[config.mk]
export PLATFORM = sky130hd
export DESIGN_NAME = mac8_acc_commit_buf
export DESIGN_NICKNAME = d
export VERILOG_FILES = /design/src/rtl/mac8_acc_commit_buf.sv
export SDC_FILE = /design/constraint.sdc
export NUM_CORES = 1
export LEC_CHECK = 0
export CAP_MARGIN = 0
export CORE_ASPECT_RATIO = 1.2
export CORE_MARGIN = 4
export CORE_UTILIZATION = 59
export DETAILED_ROUTE_END_ITERATION = 12
export PLACE_DENSITY = 0.89
export SLEW_MARGIN = 20
export SYNTH_ARGS = -nofsm -noshare
export SYNTH_HDL_FRONTEND = slang
export SYNTH_SLANG_ARGS = --single-unit
[constraint.sdc]
create_clock -name clk_i -period 7.3 [get_ports clk_i]
set_input_delay 1.46 -clock clk_i [delete_from_list [all_inputs] [get_ports clk_i]]
set_output_delay 1.46 -clock clk_i [all_outputs]
set_load 0.1 [all_outputs]
[src/rtl/mac8_acc_commit_buf.sv]
// rtl/mac8_acc_commit_buf.sv - speculative MAC8 accumulator queue with in-order commit and flush
// Holds FU results by trans_id until the commit stage retires them into the architectural accumulator.
module mac8_acc_commit_buf #(
  parameter int DEPTH         = 4,
  parameter int TRANS_ID_BITS = 3,
  parameter int XLEN          = 32
) (
  input  logic                         clk_i,
  input  logic                         rst_i,
  input  logic                         flush_i,
  input  logic                         wr_valid_i,
  input  logic [TRANS_ID_BITS-1:0]     wr_trans_id_i,
  input  logic [XLEN-1:0]              wr_acc_i,
  output logic                         wr_ready_o,
  input  logic                         commit_valid_i,
  input  logic [TRANS_ID_BITS-1:0]     commit_trans_id_i,
  output logic                         commit_err_o,
  output logic [XLEN-1:0]              acc_committed_o,
  output logic [XLEN-1:0]              acc_spec_o,
  output logic [$clog2(DEPTH+1)-1:0]   count_o,
  output logic                         empty_o,
  output logic                         full_o
);

  localparam int PW = $clog2(DEPTH);
  localparam int CW = $clog2(DEPTH+1);

  logic [TRANS_ID_BITS-1:0] id_q  [DEPTH];
  logic [XLEN-1:0]          val_q [DEPTH];
  logic [PW-1:0]            rd_ptr_q, wr_ptr_q, last_ptr;
  logic [CW-1:0]            count_q;
  logic [XLEN-1:0]          acc_q;
  logic                     err_q;
  logic                     push, pop;

  assign full_o     = (count_q == CW'(DEPTH));
  assign empty_o    = (count_q == '0);
  assign wr_ready_o = !full_o;

  // Commit looks at the head as registered; a same-cycle push never satisfies it.
  assign pop  = commit_valid_i && !empty_o && (id_q[rd_ptr_q] == commit_trans_id_i);
  assign push = wr_valid_i && wr_ready_o && !flush_i;

  assign last_ptr   = wr_ptr_q - PW'(1);
  assign acc_spec_o = empty_o ? acc_q : val_q[last_ptr];

  assign count_o         = count_q;
  assign acc_committed_o = acc_q;
  assign commit_err_o    = err_q;

  always_ff @(posedge clk_i) begin
    if (push) begin
      id_q[wr_ptr_q]  <= wr_trans_id_i;
      val_q[wr_ptr_q] <= wr_acc_i;
    end
  end

  always_ff @(posedge clk_i or posedge rst_i) begin
    if (rst_i) begin
      rd_ptr_q <= '0;
      wr_ptr_q <= '0;
      count_q  <= '0;
      acc_q    <= '0;
      err_q    <= 1'b0;
    end else begin
      err_q <= commit_valid_i && !pop;
      if (pop) begin
        acc_q <= val_q[rd_ptr_q];
      end
      if (flush_i) begin
        rd_ptr_q <= '0;
        wr_ptr_q <= '0;
        count_q  <= '0;
      end else begin
        if (pop) begin
          rd_ptr_q <= rd_ptr_q + PW'(1);
        end
        if (push) begin
          wr_ptr_q <= wr_ptr_q + PW'(1);
        end
        if (push && !pop) begin
          count_q <= count_q + CW'(1);
        end else if (pop && !push) begin
          count_q <= count_q - CW'(1);
        end
      end
    end
  end

endmodule

==> Word-level counts from Yosys, hierarchy flattened <==
Memory sizes are Yosys's and may differ from the RTL's. A register that Yosys moved wholly into a read port is not among the register bits.
Index checks and enable logic that the tools add are counted.
{ "classes": {"magnitude_cmp": 0, "div": 0, "addsub": 5, "mux": 10, "multipliers": 0, "n_bitwise": 0, "n_reduce_logical": 16, "eq_ne": 2, "shifts": 0} }
{ "ops": {"columns": ["cell", "n"], "rows": [
  ["$mux W32", 1],
  ["$mux W3", 3],
  ["$mux W2", 4],
  ["$logic_and A1 B1 Y1", 7],
  ["$logic_not A1 Y1", 5],
  ["$add A2 B1 Y2 const B", 2],
  ["$reduce_bool A2 Y1", 2],
  ["$add A3 B1 Y3 const B", 1],
  ["$eq A3 B3 Y1", 1],
  ["$eq A3 B3 Y1 const B", 1],
  ["$logic_not A3 Y1", 1],
  ["$reduce_bool A3 Y1", 1],
  ["$sub A3 B1 Y3 const B", 1],
  ["$mux W1", 2],
  ["$sub A2 B1 Y2 const B", 1]
]} }
{ "totals": {"rom_bits": 0, "memories": 2, "reg_bits": 8, "latch_bits": 0, "in_bits": 43, "mem_bits_rw": 140} }
{ "memory_table": {"columns": ["name", "words", "word_bits", "rd", "rd_ports_with_merged_regs", "wr", "line_no", "source"], "rows": [
  ["val_q", 4, 32, 2, 1, 1, "29", "logic [XLEN-1:0] val_q [DEPTH];"],
  ["id_q", 4, 3, 1, 0, 1, "28", "logic [TRANS_ID_BITS-1:0] id_q [DEPTH];"]
]} }

==> Depth between registers and ports, before layout <==
{ "logic_depth": {"ltp_word": 9, "mapped_depth": 11, "mapped_depth_nobuf": 8} }

==> Worst setup path after synthesis <==
Ideal clock, no wire load.
{ "synth_path": {"path_type": "register to output", "start": "register count_q[1], in the netlist count_o[1]", "end": "output port acc_spec_o[22]", "path_stages_with_launch": 4, "required_ns": 5.840, "arrival_time_ns": 3.237, "slack_ns": 2.603, "cell_sequence": "dfrtp_1 nor3_1 clkbuf_1 mux2_2"} }
{ "synth_via": {"elab_chain_len": 2} }
{ "synth_rtl": {"columns": ["item", "line_no", "source"], "rows": [
  ["from (decl)", "31", "logic [CW-1:0] count_q;"],
  ["from (signal assigned)", "82", "count_q <= count_q + CW'(1);"],
  ["from (signal assigned)", "84", "count_q <= count_q - CW'(1);"],
  ["$logic_not A3 Y1", "37", "assign empty_o = (count_q == '0);"],
  ["via empty_o", "21", "output logic empty_o,"],
  ["$mux W32", "45", "assign acc_spec_o = empty_o ? acc_q : val_q[last_ptr];"],
  ["to (decl)", "19", "output logic [XLEN-1:0] acc_spec_o,"]
]} }
The timed path passes the listed nets, and every way through them passes these cells.

==> Final worst setup path <==
{ "layout_path": {"start": "register wr_ptr_q[1]", "end": "output port acc_spec_o[15]"} }
{ "layout_via": {"elab_chain_len": 3} }
{ "layout_rtl": {"columns": ["item", "line_no", "source"], "rows": [
  ["from (decl)", "30", "logic [PW-1:0] rd_ptr_q, wr_ptr_q, last_ptr;"],
  ["from (signal assigned)", "79", "wr_ptr_q <= wr_ptr_q + PW'(1);"],
  ["$sub A2 B1 Y2", "44", "assign last_ptr = wr_ptr_q - PW'(1);"],
  ["$mem_v2 Z4 W32", null, null],
  ["$mux W32", "45", null]
]} }
No other way between the ends.

==> summary.txt <==
Outcome
  – Status: finished, final reports clean

Cells and area
  – Area Growth Syn to Fin: 23.7%
  – Final Net Count: 546
  – Leading cell type in the layout, fill and taps excluded: edfxtp_1
  – Fraction of layout cells with a size suffix above 1: 35.0%
  – Final design instance area without fill: 0.00984 mm^2
  – Commonest cells after routing, fill and taps aside: edfxtp_1 (140), clkdlybuf4s50_1 (113), mux4_2 (67), mux2_2 (50), dfrtp_1 (37)
  – Fillcell total: 792
  – Antenna Diode Count: 0

Route
  – Via-per-instance ratio: 6.24
  – Via count: 4236
  – Post-route ant nets: 0
  – Total routed wirelength: 16700 um
  – Iteration-0 DRC Markers: 220
  – Met2 WL: 9330 um
  – Met3 wire length: 826 um
  – # DRC: 0
  – DRT Pass-1 Iters: 4
  – DR WL/cell: 24.6 um
  – Routed length on met1: 6220 um
  – Top sig layer: met4

STA
  – Setup Skew: 0.0154 ns
  – Minimum clock period: 5.04 ns
  – Final Hold Viols: 0
  – RSZ-0062 raised after global routing: no
  – Final Slew Violations: 0
  – Final setup violation count: 0
  – Final period util: 69.1%
  – Rel. slew slack: 29.9%
  – TNS Setup: 0 ns
  – Tightest Pin Transition: 1.05 ns
  – Achievable frequency: 0.198 GHz

Synthesis
  – Yosys warning count: 0
  – Sequential area share after synthesis: 65.4%
  – Synthesized Nets: 433
  – Synthesized area: 0.00795 mm^2
  – Post-synthesis cell count: 385
  – Avg Inst Size Synth: 20.7 um^2
  – Top cells by area, synth: edfxtp_1 (53%), mux4_2 (19%), dfrtp_1 (13%)
  – Seq cells post-synth: 180
  – Synth area leader: edfxtp_1
  – Yosys top cell area share: 52.9%
  – Synth unique cells: 27

Clock network
  – Worst skew pair latency: 0.43 ns
  – Reg clk slew, reported paths: 0.07 ns
  – Clock sinks: 180
  – Htree depth: 4
  – Post-CTS Resized: 0
  – Setup bufs post-CTS: 0
  – TritonCTS clock tree: built
  – CTS root buf: clkbuf_16
  – Num CTS Buffers: 17
  – Hold Buf Count CTS: 0
  – Maximum clock path buffer count: 2

Worst setup path
  – Critical Path Max Stage Delay: 0.97 ns
  – R2r endpoint: count_o[2]$_DFFE_PP0P_
  – Worst EP required: 5.84 ns
  – FF-to-FF path depth: 9
  – Crit path cell chain: inv_1 > ha_2 > mux4_2 > mux2_2 > clkdlybuf4s50_1
  – Setup crit end: acc_spec_o[15]
  – Critical path type: flop to output port
  – Crit path launch type: flop
  – Top delay family on crit path: buffers and inverters
  – Critical path arrival: 3.58 ns
  – Number of cells on the critical path: 5
  – Reg-to-reg critical path startpoint: rd_ptr_q[0]$_DFFE_PP0P_
  – Critical Path Fanout Max: 33
  – Buffers plus inverters on the worst setup path: 2
  – Slowest CP cell: clkdlybuf4s50_1
  – CP startpoint: wr_ptr_q[1]$_DFFE_PP0P_
  – R2R Setup Slk: 3.86 ns
  – Crit end category: output port

Die
  – Row Count: 46
  – Die ar.: 0.0154 mm^2
  – Core ar.: 0.0132 mm^2
  – Starting Density: 60.1%
  – # IOs: 114
  – Die H: 135 um
  – Die width: 114 um

GRT
  – Initial antenna violation count: 0
  – First-pass GRT wire length: 25800 um
  – GR Overflow Total: 0
  – GRT Total Usage: 22.8%
  – Number of global-route vias before repair: 4657
  – Largest net degree at the start of global routing: 41

Place
  – Buffers on Ports: 113
  – Hpwl dp: 10100 um
  – Final Wtd Congestion: 0.736
  – Area after DPL: 0.00922 mm^2

Run
  – Max-cap viol count: 0

Min path
  – HP Class: flop to flop
  – Hold-critical path depth: 1
state kept, by name, summed over array words and instances (netlist names):
register         cells
val_q              128
acc_committed_o     32
id_q                12
count_o              3
rd_ptr_q             2
wr_ptr_q             2
commit_err_o         1
worst register-to-register path, cell delays in order, from the launching register on:
cell,delay [ns]
dfrtp_2,0.77
buf_4,0.48
mux4_2,0.58
xnor2_1,0.17
nand4_1,0.14
and2_1,0.18
fa_1,0.38
and2_1,0.16
mux2i_1,0.14
mux2_1,0.33
how the worst min path moves through the flow:
stage / startpoint / to / slack [ns]
global route: acc_committed_o[29]$_DFFE_PP0P_ / acc_committed_o[29]$_DFFE_PP0P_ / 0.55
floorplan: wr_ptr_q[1]$_DFFE_PP0P_ / wr_ptr_q[1]$_DFFE_PP0P_ / 0.54
finish: acc_committed_o[29]$_DFFE_PP0P_ / acc_committed_o[29]$_DFFE_PP0P_ / 0.53
CTS: acc_committed_o[29]$_DFFE_PP0P_ / acc_committed_o[29]$_DFFE_PP0P_ / 0.53
detailed placement: acc_committed_o[29]$_DFFE_PP0P_ / acc_committed_o[29]$_DFFE_PP0P_ / 0.51
global placement: acc_committed_o[0]$_DFFE_PP0P_ / acc_committed_o[0]$_DFFE_PP0P_ / 0.49
Yosys cell counts:
| library cell | count |
|---|---|
| a21oi_1 | 2 |
| and2_1 | 7 |
| buf_1 | 3 |
| buf_2 | 4 |
| buf_6 | 4 |
| clkbuf_1 | 12 |
| clkbuf_2 | 1 |
| dfrtp_1 | 40 |
| edfxtp_1 | 140 |
| fa_1 | 1 |
| ha_1 | 4 |
| inv_1 | 7 |
| mux2_1 | 2 |
| mux2_2 | 50 |
| mux2_4 | 15 |
| mux2i_1 | 1 |
| mux4_2 | 67 |
| nand2_1 | 2 |
| nand3_1 | 1 |
| nand4_1 | 1 |
| nor2_1 | 9 |
| nor2b_1 | 2 |
| nor3_1 | 1 |
| o21ai_0 | 1 |
| or3_1 | 1 |
| or3b_2 | 1 |
| xnor2_1 | 6 |
final cells by class:
class                      instances  area (um^2)  share of cell area (%)
sequential                       180         5210                    53.0
multi-input combinational        174         2610                    26.5
timing repair buffer             118         1170                    11.9
inverter                           7         26.3                   0.267
tap                              168          210                    2.14
clock buffer                      19          443                    4.50
clock inverter                    13          171                    1.74
logic make-up (layout without fill, tap and decap cells):
logic type | after synthesis | in the layout | synth area share (%)
buffers and inverters | 31 | 157 | 1.92
AOI/OAI and AO/OA | 3 | 3 | 0.189
adders and majority gates | 5 | 5 | 0.881
xor gates and xnor gates | 6 | 6 | 0.661
muxes | 135 | 135 | 29.3
DFF | 180 | 180 | 65.4
and+or+nand+nor | 25 | 25 | 1.62
routing by layer:
metal	GRT usage (%)	vias to the layer above
met5	0	-
met4	7.26	0
met3	4.78	24
met2	40.7	141
met1	27.7	2274
li1	-	1797
stage by stage:
stage | hold slack, ns | util [%] | worst slack [ns] | cells
floorplan | 0.543 | - | 2.60 | 385
global placement | 0.492 | 69.7 | 2.77 | 647
detailed placement | 0.513 | 69.7 | 2.70 | 647
CTS | 0.528 | 74.3 | 2.24 | 679
global route | 0.549 | 74.3 | 2.16 | 679
finish | 0.528 | 74.3 | 2.26 | 679
Power is left out: the tool's default activity adds up to more than one toggle a clock period on the data nets, which glitch-free logic cannot reach.
